$ cat src/rtl/timing_engine_pkg.sv
// Shared types and constants for the radio timing-engine sequencer.
package timing_engine_pkg;

  localparam int TE_CNT_W_DEFAULT = 8;

  localparam logic [1:0] ST_IDLE   = 2'd0;
  localparam logic [1:0] ST_SETTLE = 2'd1;
  localparam logic [1:0] ST_ENABLE = 2'd2;
  localparam logic [1:0] ST_RX     = 2'd3;

  typedef enum logic [1:0] {
    IDLE   = ST_IDLE,
    SETTLE = ST_SETTLE,
    ENABLE = ST_ENABLE,
    RX     = ST_RX
  } te_state_e;

endpackage

$ cat src/rtl/te_channel_fsm.sv
// One timing-engine channel: sequencing FSM, delay counter, sticky lock-loss
// flag and isolation clamp on the decoded outputs.
module te_channel_fsm
  import timing_engine_pkg::*;
#(
  parameter int CNT_W = TE_CNT_W_DEFAULT
) (
  input  logic             ck,
  input  logic             arst,
  input  logic             pll_settled,
  input  logic             t_arst_fs,
  input  logic             isolate,
  input  logic [CNT_W-1:0] settle_dly,
  input  logic [CNT_W-1:0] ramp_dly,
  input  logic             err_clr,
  output logic             radio_enable,
  output logic             radio_rx_en,
  output logic             busy,
  output logic             lock_err
);

  te_state_e        state_q, state_d;
  logic [CNT_W-1:0] cnt_q, cnt_d;
  logic             lock_err_q, lock_err_d;
  logic             set_err;

  // Next-state, counter and lock-error logic; aborts outrank progression.
  always_comb begin
    state_d    = state_q;
    cnt_d      = cnt_q;
    lock_err_d = lock_err_q;
    set_err    = 1'b0;
    if (isolate) begin
      state_d = IDLE;
    end else if (t_arst_fs) begin
      state_d = IDLE;
    end else if (!pll_settled) begin
      state_d = IDLE;
      // Only a lock drop seen while receiving is reported as an error.
      set_err = (state_q == RX);
    end else begin
      case (state_q)
        IDLE: begin
          state_d = SETTLE;
          cnt_d   = settle_dly;
        end
        SETTLE: begin
          if (cnt_q == '0) begin
            state_d = ENABLE;
            cnt_d   = ramp_dly;
          end else begin
            cnt_d = cnt_q - 1'b1;
          end
        end
        ENABLE: begin
          if (cnt_q == '0) begin
            state_d = RX;
          end else begin
            cnt_d = cnt_q - 1'b1;
          end
        end
        RX: begin
          state_d = RX;
        end
        default: begin
          state_d = IDLE;
        end
      endcase
    end
    // A new error in the same cycle as a clear must survive.
    if (set_err) begin
      lock_err_d = 1'b1;
    end else if (err_clr) begin
      lock_err_d = 1'b0;
    end
  end

  // State, counter and sticky flag registers with asynchronous reset.
  always_ff @(posedge ck or negedge arst) begin
    if (!arst) begin
      state_q    <= IDLE;
      cnt_q      <= '0;
      lock_err_q <= 1'b0;
    end else begin
      state_q    <= state_d;
      cnt_q      <= cnt_d;
      lock_err_q <= lock_err_d;
    end
  end

  // Moore decode; isolate forces the radio-facing outputs low immediately.
  assign radio_enable = ((state_q == ENABLE) || (state_q == RX)) & ~isolate;
  assign radio_rx_en  = (state_q == RX) & ~isolate;
  assign busy         = (state_q != IDLE) & ~isolate;
  assign lock_err     = lock_err_q;

endmodule

$ cat src/rtl/timing_engine_seq.sv
// Multi-channel radio timing-engine sequencer: independent channel FSMs
// sharing the settle and ramp delay configuration.
module timing_engine_seq
  import timing_engine_pkg::*;
#(
  parameter int CHANNELS = 2,
  parameter int CNT_W    = TE_CNT_W_DEFAULT
) (
  input  logic                ck,
  input  logic                arst,
  input  logic [CHANNELS-1:0] pllSettled,
  input  logic [CHANNELS-1:0] tArstFs,
  input  logic [CHANNELS-1:0] isolate,
  input  logic [CNT_W-1:0]    settleDly,
  input  logic [CNT_W-1:0]    rampDly,
  input  logic [CHANNELS-1:0] errClr,
  output logic [CHANNELS-1:0] radioEnable,
  output logic [CHANNELS-1:0] radioRxEn,
  output logic [CHANNELS-1:0] busy,
  output logic [CHANNELS-1:0] lockErr
);

  for (genvar ch = 0; ch < CHANNELS; ch++) begin : g_ch
    te_channel_fsm #(
      .CNT_W(CNT_W)
    ) u_fsm (
      .ck          (ck),
      .arst        (arst),
      .pll_settled (pllSettled[ch]),
      .t_arst_fs   (tArstFs[ch]),
      .isolate     (isolate[ch]),
      .settle_dly  (settleDly),
      .ramp_dly    (rampDly),
      .err_clr     (errClr[ch]),
      .radio_enable(radioEnable[ch]),
      .radio_rx_en (radioRxEn[ch]),
      .busy        (busy[ch]),
      .lock_err    (lockErr[ch])
    );
  end

endmodule
$ cat config.mk
export PLATFORM = sky130hd
export DESIGN_NAME = timing_engine_seq
export DESIGN_NICKNAME = d
export VERILOG_FILES = /design/src/rtl/timing_engine_pkg.sv /design/src/rtl/te_channel_fsm.sv /design/src/rtl/timing_engine_seq.sv
export SDC_FILE = /design/constraint.sdc
export NUM_CORES = 1
export LEC_CHECK = 0
export ABC_AREA = 1
export CAP_MARGIN = 25
export CORE_AREA = 4 4 72 81
export CTS_CLUSTER_DIAMETER = 60
export DETAILED_ROUTE_END_ITERATION = 7
export DIE_AREA = 0 0 76 85
export GPL_TIMING_DRIVEN = 1
export SETUP_SLACK_MARGIN = 0.2
export SYNTH_ARGS = -nofsm -noshare
export SYNTH_HDL_FRONTEND = slang
export SYNTH_HIERARCHICAL = 1
export SYNTH_SLANG_ARGS = --single-unit
$ cat constraint.sdc
create_clock -name ck -period 2.1 [get_ports ck]
set_input_delay 0.315 -clock ck [delete_from_list [all_inputs] [get_ports ck]]
set_output_delay 0.315 -clock ck [all_outputs]
set_load 0.01 [all_outputs]
# Word level (Yosys, flattened, before mapping)
# Cells that the tools add are included.
[totals]
register_bits = 22
in_bits = 26
out_inout_bits = 8
elab_cells = 74
[op_classes]
n_addsub = 2
eq_ne = 12
muxes = 28
bitwise_logic = 10
reduce_logical = 16
[ops]
columns = ["operator", "n"]
rows = [
  ["8-bit case mux with 3 select lines", 2],
  ["8-bit 2-to-1 mux", 4],
  ["2-bit 2-to-1 mux", 10],
  ["5-bit by 4-bit != test with 1-bit output, second input constant", 4],
  ["8-bit zero test", 2],
  ["2-bit case mux with 4 select lines", 2],
  ["8-bit by 1-bit subtractor with 8-bit output, second input constant", 2],
  ["1-bit 2-to-1 mux", 10],
  ["5-bit AND reduction", 2],
  ["2-bit equality test, second input constant", 4],
  ["2-bit nonzero test", 4],
  ["1-bit bitwise AND", 6],
  ["3-bit nonzero test", 2],
  ["2-bit by 1-bit equality test with 1-bit output, second input constant", 2],
  ["2-bit zero test", 2],
  ["2-bit != test, second input constant", 2],
  ["1-bit inverter", 4],
  ["2-bit AND reduction", 2],
  ["1-bit logical OR", 2],
]

# Depth between registers and ports, before layout
# Gate-level depths: netlist (run 1).
[logic_depth]
ltp_word = 6
ltp_mapped = 10
depth_no_buf = 10

# Hierarchy
# Netlist (run 1), hierarchy kept.
[by_module_without_submodules]
columns = ["module", "n_inst", "cells_per_inst", "area_per_inst_um2", "seq_area_each_um2"]
rows = [
  ["te_channel_fsm", 2, 144, 959.7, 275.3],
]

# Least setup slack after synthesis (run 1)
# No wires, ideal clock.
[synth_timing]
path_type = "register to register"
start = "register g_ch[0].u_fsm.cnt_q[0]"
end = "register g_ch[0].u_fsm.cnt_q[6]"
arrival_time_ns = 1.401
required_ns = 1.978
slack_ns = 0.577
stages_incl_launch_ff = 10
n_path_buf = 0
cell_sequence = "dfrtp_1 -> inv_1 -> ha_1 -> nand3_1 -> inv_1 -> nand2_4 -> o21ai_4 -> inv_4 -> nor2_1 -> a21oi_1"
[synth_between]
elab_chain_cells = 3
word_cells_on_any_way = 7
classes_between = "add/sub: 1; eq/ne: 1; mux: 3; reduce/logical: 2"
[synth_lines]
columns = ["item", "line_no", "source"]
rows = [
  ["start, declared", "te_channel_fsm.sv:23", "logic [CNT_W-1:0] cnt_q, cnt_d;"],
  ["start signal, assigned", "te_channel_fsm.sv:86", "cnt_q <= cnt_d;"],
  ["8-bit by 1-bit subtractor with 8-bit output or 8-bit zero test (tied branches)", "-", ""],
  ["8-bit 2-to-1 mux, or another cell as far along", "te_channel_fsm.sv:56", "if (cnt_q == '0) begin"],
  ["8-bit case mux with 3 select lines or 5-bit AND reduction (tied branches)", "-", ""],
]
# Parallel ways exist; a longest one is shown, timed or not. The select of a mux whose other input is x is not followed.
# A chain may end at the register's enable or synchronous reset.

# Worst setup path after layout (run 1)
[layout_timing]
start = "register g_ch[1].u_fsm.state_q[1]"
end = "output radioEnable[1]"
[layout_between]
elab_chain_cells = 3
word_cells_on_any_way = 4
classes_between = "eq/ne: 2; bitwise: 1; reduce/logical: 1"
[layout_lines]
columns = ["item", "line_no", "source"]
rows = [
  ["start, declared", "te_channel_fsm.sv:22", "te_state_e state_q, state_d;"],
  ["start signal, assigned", "te_channel_fsm.sv:85", "state_q <= state_d;"],
  ["2-bit equality test", "te_channel_fsm.sv:92", "assign radio_enable = ((state_q == ENABLE) || (state_q == RX)) & ~isolate;"],
  ["1-bit logical OR *", "te_channel_fsm.sv:92", ""],
  ["1-bit bitwise AND *", "te_channel_fsm.sv:92", ""],
  ["end, declared", "timing_engine_seq.sv:17", "output logic [CHANNELS-1:0] radioEnable,"],
]
# Mark *: on every way between the ends. The rest lies on a longest branch, timed or not.

==> metrics list, run 1 <==
* Die H: around 85 um
* Maximum level of the CTS H-tree: 1
- Internal power of the cells: around 0.86 mW
- For this configuration, the core starts out at a cell density of between 30% and 40%.
* Final count of pins violating max slew: 0
- Net Sw Frac: 36.3%
- OpenSTA, run right after detailed placement, puts the worst setup slack at around 0.19 ns.
* Post-synthesis area per instance: 6.66 um2
* Synthesis warning total: 6
- For the pin with the worst max-slew slack, the measured transition is between 0.3 and 0.4 ns.
- Relative slew margins: ~77%
* DRC errors left: 0
- At the end of the flow the core is filled with cells to between 40% and 50%.
* Setup clock skew after layout: 0.00270 ns
- The path class of the tightest hold or removal check is input port to asynchronous set/reset pin.
* Cell chosen for the clock root: sky130_fd_sc_hd__clkbuf_8
* Crit path required time: between 1.5 and 2 ns
- Startpoint class of the critical path: flop
- Measured along the x axis, the die boundary spans about 76 um.
* Final period demand of the worst path: 1.80 ns
- Of the total power, combinational logic draws 35.8%.
* Power per cell area: roughly 550 nW/um2
* Cell total after placement: about 380
- The routed layout has ~1.9k vias.
- In the final routed layout, each cell accounts on average for ~13 um.
* Hold violation count in the final report: 0
- Final worst path period share: between 80% and 90%
- Number of flip-flops and latches in the synthesized netlist: 22
* Non-Filler Instances: 386
- Total clock sinks: 22
- After the last flow step, the layout net total stands at approximately 370.
* Setup repair after global routing missed its margin: yes
- The number of antenna violations at the first check in global routing is 0.
- Synthesized cell area: between 1500 and 2000 um2
- Total nets after synthesis: around 330
- Initial drt markers: 56
* Critical path, cell by cell: buf_4, ha_4, inv_1, a21oi_1, dlygate4sd2_1
- Core Box Area: between 4000 and 5000 um2
* TritonCTS clock tree: built
- The flow ran to the end, and the final reports show no timing, DRC or antenna violations.
* Setup TNS after final layout: 0 ns
- For the worst setup path, the data arrival time is between 1 and 1.5 ns.
- Weighted congestion reported at the end of routability-driven placement: ~0.82
- After synthesis, flip-flops and latches occupy 28.7% of the total area.
- Kind of end point of the critical path: primary output
- From synthesis to final layout, the design area changed by 26.7%.
- Critical path class: flop to primary output
- In this design, the largest share of critical-path delay is due to buffers and inverters.
- For this run, the detailed router's first-pass iteration total came to 4.
* Cells after synthesis: approximately 290
* Routed WL: approximately 4900 um
- Global Route Usage Sum: 15.4%
- Overflow left after global routing: 0
* Final ANT Viol Nets: 0
* Drt via density: 4.85
* Largest net degree at the start of global routing: 23
* Achievable clock frequency: 555 MHz
- Number of global-route vias before repair: ~1.8k
- Counting the fill cells in the layout gives 510.
- Number of violations of the max-capacitance limit: 0
- Layout cells sized above 1: between 10% and 20%
* Full die area: around 6500 um2
- For this design the total switching power over the nets is a little under 0.5 mW.
* Leakage: around 1.2 nW
- The floorplan has 27 rows.
* Global-route wire length before repair: between 8000 and 9000 um
* Antenna Diode Count: 0
- Max Buffers Root-to-Sink: 2
- Clock-pin slew was measured on the worst setup and hold paths at approximately 0.080 ns.
- Setup slack on the critical path of the routed design comes to 0.300 ns.
- Count of cell types in the netlist: 22
* Max FO, Critical Path: 6
- Latest clock arrival within the worst-skew pair: ~0.26 ns
* Count of pins on the block boundary: 34
* CP max stage cell: sky130_fd_sc_hd__dfrtp_1
* Share of total power in the clock network: between 20% and 30%
- Highest cell delay on the worst timing path: 0.40 ns
* Post-DP HPWL: 3980 um
* Flop pwr share: between 40 and 50%
* VDD IR-drop max: roughly 0.31 mV
* Total of endpoints with negative setup slack in the final report: 0
- Number of port buffers: 33
- The number of buffers and inverters on the critical path is 3.
- Num CTS Buffers: 3
[metrics by stage]
stage | hold WS, ns | instance area [um2] | power (mW)
6_report | 0.403 | 2430 | 1.34
5_1_grt | 0.433 | 2430 | 1.45
4_1_cts | 0.414 | 2400 | 1.35
3_5_place_dp | 0.516 | 2330 | 1.03
3_3_place_gp | 0.519 | 2330 | 1.03
2_1_floorplan | 0.0194 | 1920 | 0.874
[layout make-up]
class,instances,area (um2),area share [%]
multi-input cells,222,1220,50.2
inverters,40,158,6.48
well taps,58,72.6,2.98
clock buffers,4,55.1,2.26
flip-flops and latches,22,551,22.6
repair buffers,40,375,15.4
[synthesized netlist by cell type]
master	number	share of area, %
sky130_fd_sc_hd__a21oi_1	14	3.7
sky130_fd_sc_hd__a31oi_1	4	1.3
sky130_fd_sc_hd__clkbuf_1	4	0.78
sky130_fd_sc_hd__clkinv_2	2	0.52
sky130_fd_sc_hd__dfrtp_1	22	29
sky130_fd_sc_hd__ha_1	12	7.8
sky130_fd_sc_hd__inv_1	36	7.0
sky130_fd_sc_hd__inv_4	2	0.65
sky130_fd_sc_hd__nand2_1	56	11
sky130_fd_sc_hd__nand2_2	2	0.65
sky130_fd_sc_hd__nand2_4	2	1.2
sky130_fd_sc_hd__nand3_1	20	5.2
sky130_fd_sc_hd__nor2_1	54	11
sky130_fd_sc_hd__nor2_2	6	2.0
sky130_fd_sc_hd__o21ai_0	20	5.2
sky130_fd_sc_hd__o21ai_1	6	1.6
sky130_fd_sc_hd__o21ai_2	12	5.5
sky130_fd_sc_hd__o21ai_4	2	1.7
sky130_fd_sc_hd__o31ai_1	2	0.78
sky130_fd_sc_hd__or2_2	2	0.65
sky130_fd_sc_hd__xnor2_1	4	1.8
sky130_fd_sc_hd__xor2_1	4	1.8
[power groups by stage]
stage | clock network (mW) | logic (mW) | registers, mW
floorplan | 0 | 0.336 | 0.538
global placement | 0 | 0.476 | 0.554
detailed placement | 0 | 0.474 | 0.554
CTS | 0.328 | 0.478 | 0.546
global route | 0.343 | 0.551 | 0.558
finish | 0.316 | 0.482 | 0.546
[state kept, by name (all words and copies together), names as in the netlist]
| register | count |
|---|---|
| g_ch.u_fsm/cnt_q | 16 |
| g_ch.u_fsm/lock_err | 2 |
| g_ch.u_fsm/state_q | 4 |
[worst reg2reg max path: stages (launching register included)]
cell                      delay, ns
sky130_fd_sc_hd__dfrtp_1       0.40
sky130_fd_sc_hd__inv_1         0.17
sky130_fd_sc_hd__ha_1          0.17
sky130_fd_sc_hd__nand3_1       0.10
sky130_fd_sc_hd__inv_1         0.11
sky130_fd_sc_hd__nand2_4       0.10
sky130_fd_sc_hd__o21ai_4       0.30
sky130_fd_sc_hd__inv_4         0.13
sky130_fd_sc_hd__nor2_1        0.11
sky130_fd_sc_hd__a21oi_1       0.05
[routing by layer]
layer	vias up	part of all wire, %	GRT usage, %
met5	-	0	0
met4	0	0.71	4.21
met3	4	1.8	1.59
met2	15	54	29.8
met1	855	44	17.8
li1	998	-	-
[worst paths after layout]
kind | start | to | slack, ns | depth (start not counted)
hold / removal | arst | g_ch[1].u_fsm/lock_err | 0.40 | 2
setup reg to reg | g_ch[1].u_fsm/cnt_q[0] | g_ch[1].u_fsm/cnt_q[7] | 0.36 | 9
min in group ck | g_ch[0].u_fsm/lock_err | g_ch[0].u_fsm/lock_err | 0.52 | 2
setup / recovery | g_ch[1].u_fsm/state_q[1] | radioEnable[1] | 0.30 | 5
max in group asynchronous | arst | g_ch[0].u_fsm/cnt_q[0] | 1.46 | 2
hold reg to reg | g_ch[0].u_fsm/lock_err | g_ch[0].u_fsm/lock_err | 0.52 | 2
[kinds of logic after synthesis]
kind of cell    after synthesis  share of synthesized area (%)
flops                        22                           28.7
simple gates                142                           31.2
buf+inv                      44                           9.00
fa+ha+maj                    12                           7.82
xor+xnor                      8                           3.65
compound gates               60                           19.7
[placed cells by master (no fill, tap or decap)]
cell                               n
sky130_fd_sc_hd__o21ai_2          12
sky130_fd_sc_hd__nor2_1           54
sky130_fd_sc_hd__inv_1            33
sky130_fd_sc_hd__inv_2             3
sky130_fd_sc_hd__nand2_2           2
sky130_fd_sc_hd__o31ai_1           2
sky130_fd_sc_hd__clkinv_2          2
sky130_fd_sc_hd__nand3_1          20
sky130_fd_sc_hd__nand2_1          56
sky130_fd_sc_hd__or2_2             2
sky130_fd_sc_hd__a31oi_1           4
sky130_fd_sc_hd__ha_1             10
sky130_fd_sc_hd__o21ai_4           2
sky130_fd_sc_hd__a21oi_1          14
sky130_fd_sc_hd__ha_4              2
sky130_fd_sc_hd__xor2_1            4
sky130_fd_sc_hd__xnor2_1           4
sky130_fd_sc_hd__dfrtp_1          22
sky130_fd_sc_hd__o21ai_1           6
sky130_fd_sc_hd__buf_4             7
sky130_fd_sc_hd__nor2_2            6
sky130_fd_sc_hd__clkbuf_8          4
sky130_fd_sc_hd__nand2_4           2
sky130_fd_sc_hd__inv_4             2
sky130_fd_sc_hd__dlygate4sd2_1     6
sky130_fd_sc_hd__o21ai_0          20
sky130_fd_sc_hd__clkdlybuf4s50_1  27
[repair_timing]
| action | 4_1_cts | 5_1_grt |
|---|---|---|
| pin swaps | 0 | 1 |
| gates resized for setup | 10 | 3 |
| buffers inserted | 1 | 3 |
| hold buffers | 0 | 0 |
| setup endpoints to repair | 6 | 9 |
(Power assumes the default switching activity.)
==> inputs of run 2 (changes only) <==
Settings changed: MAX_ROUTING_LAYER from default to met4.
==> results of run 2 <==
Final layout, timing and power as in run 1 (identical DEF).
Main changes from that run: final weighted congestion in routability-driven placement 0.818 -> 0.830; via count of the first global-routing pass 1833 -> 1834; overall routing resource usage 15.4% -> 15.9%
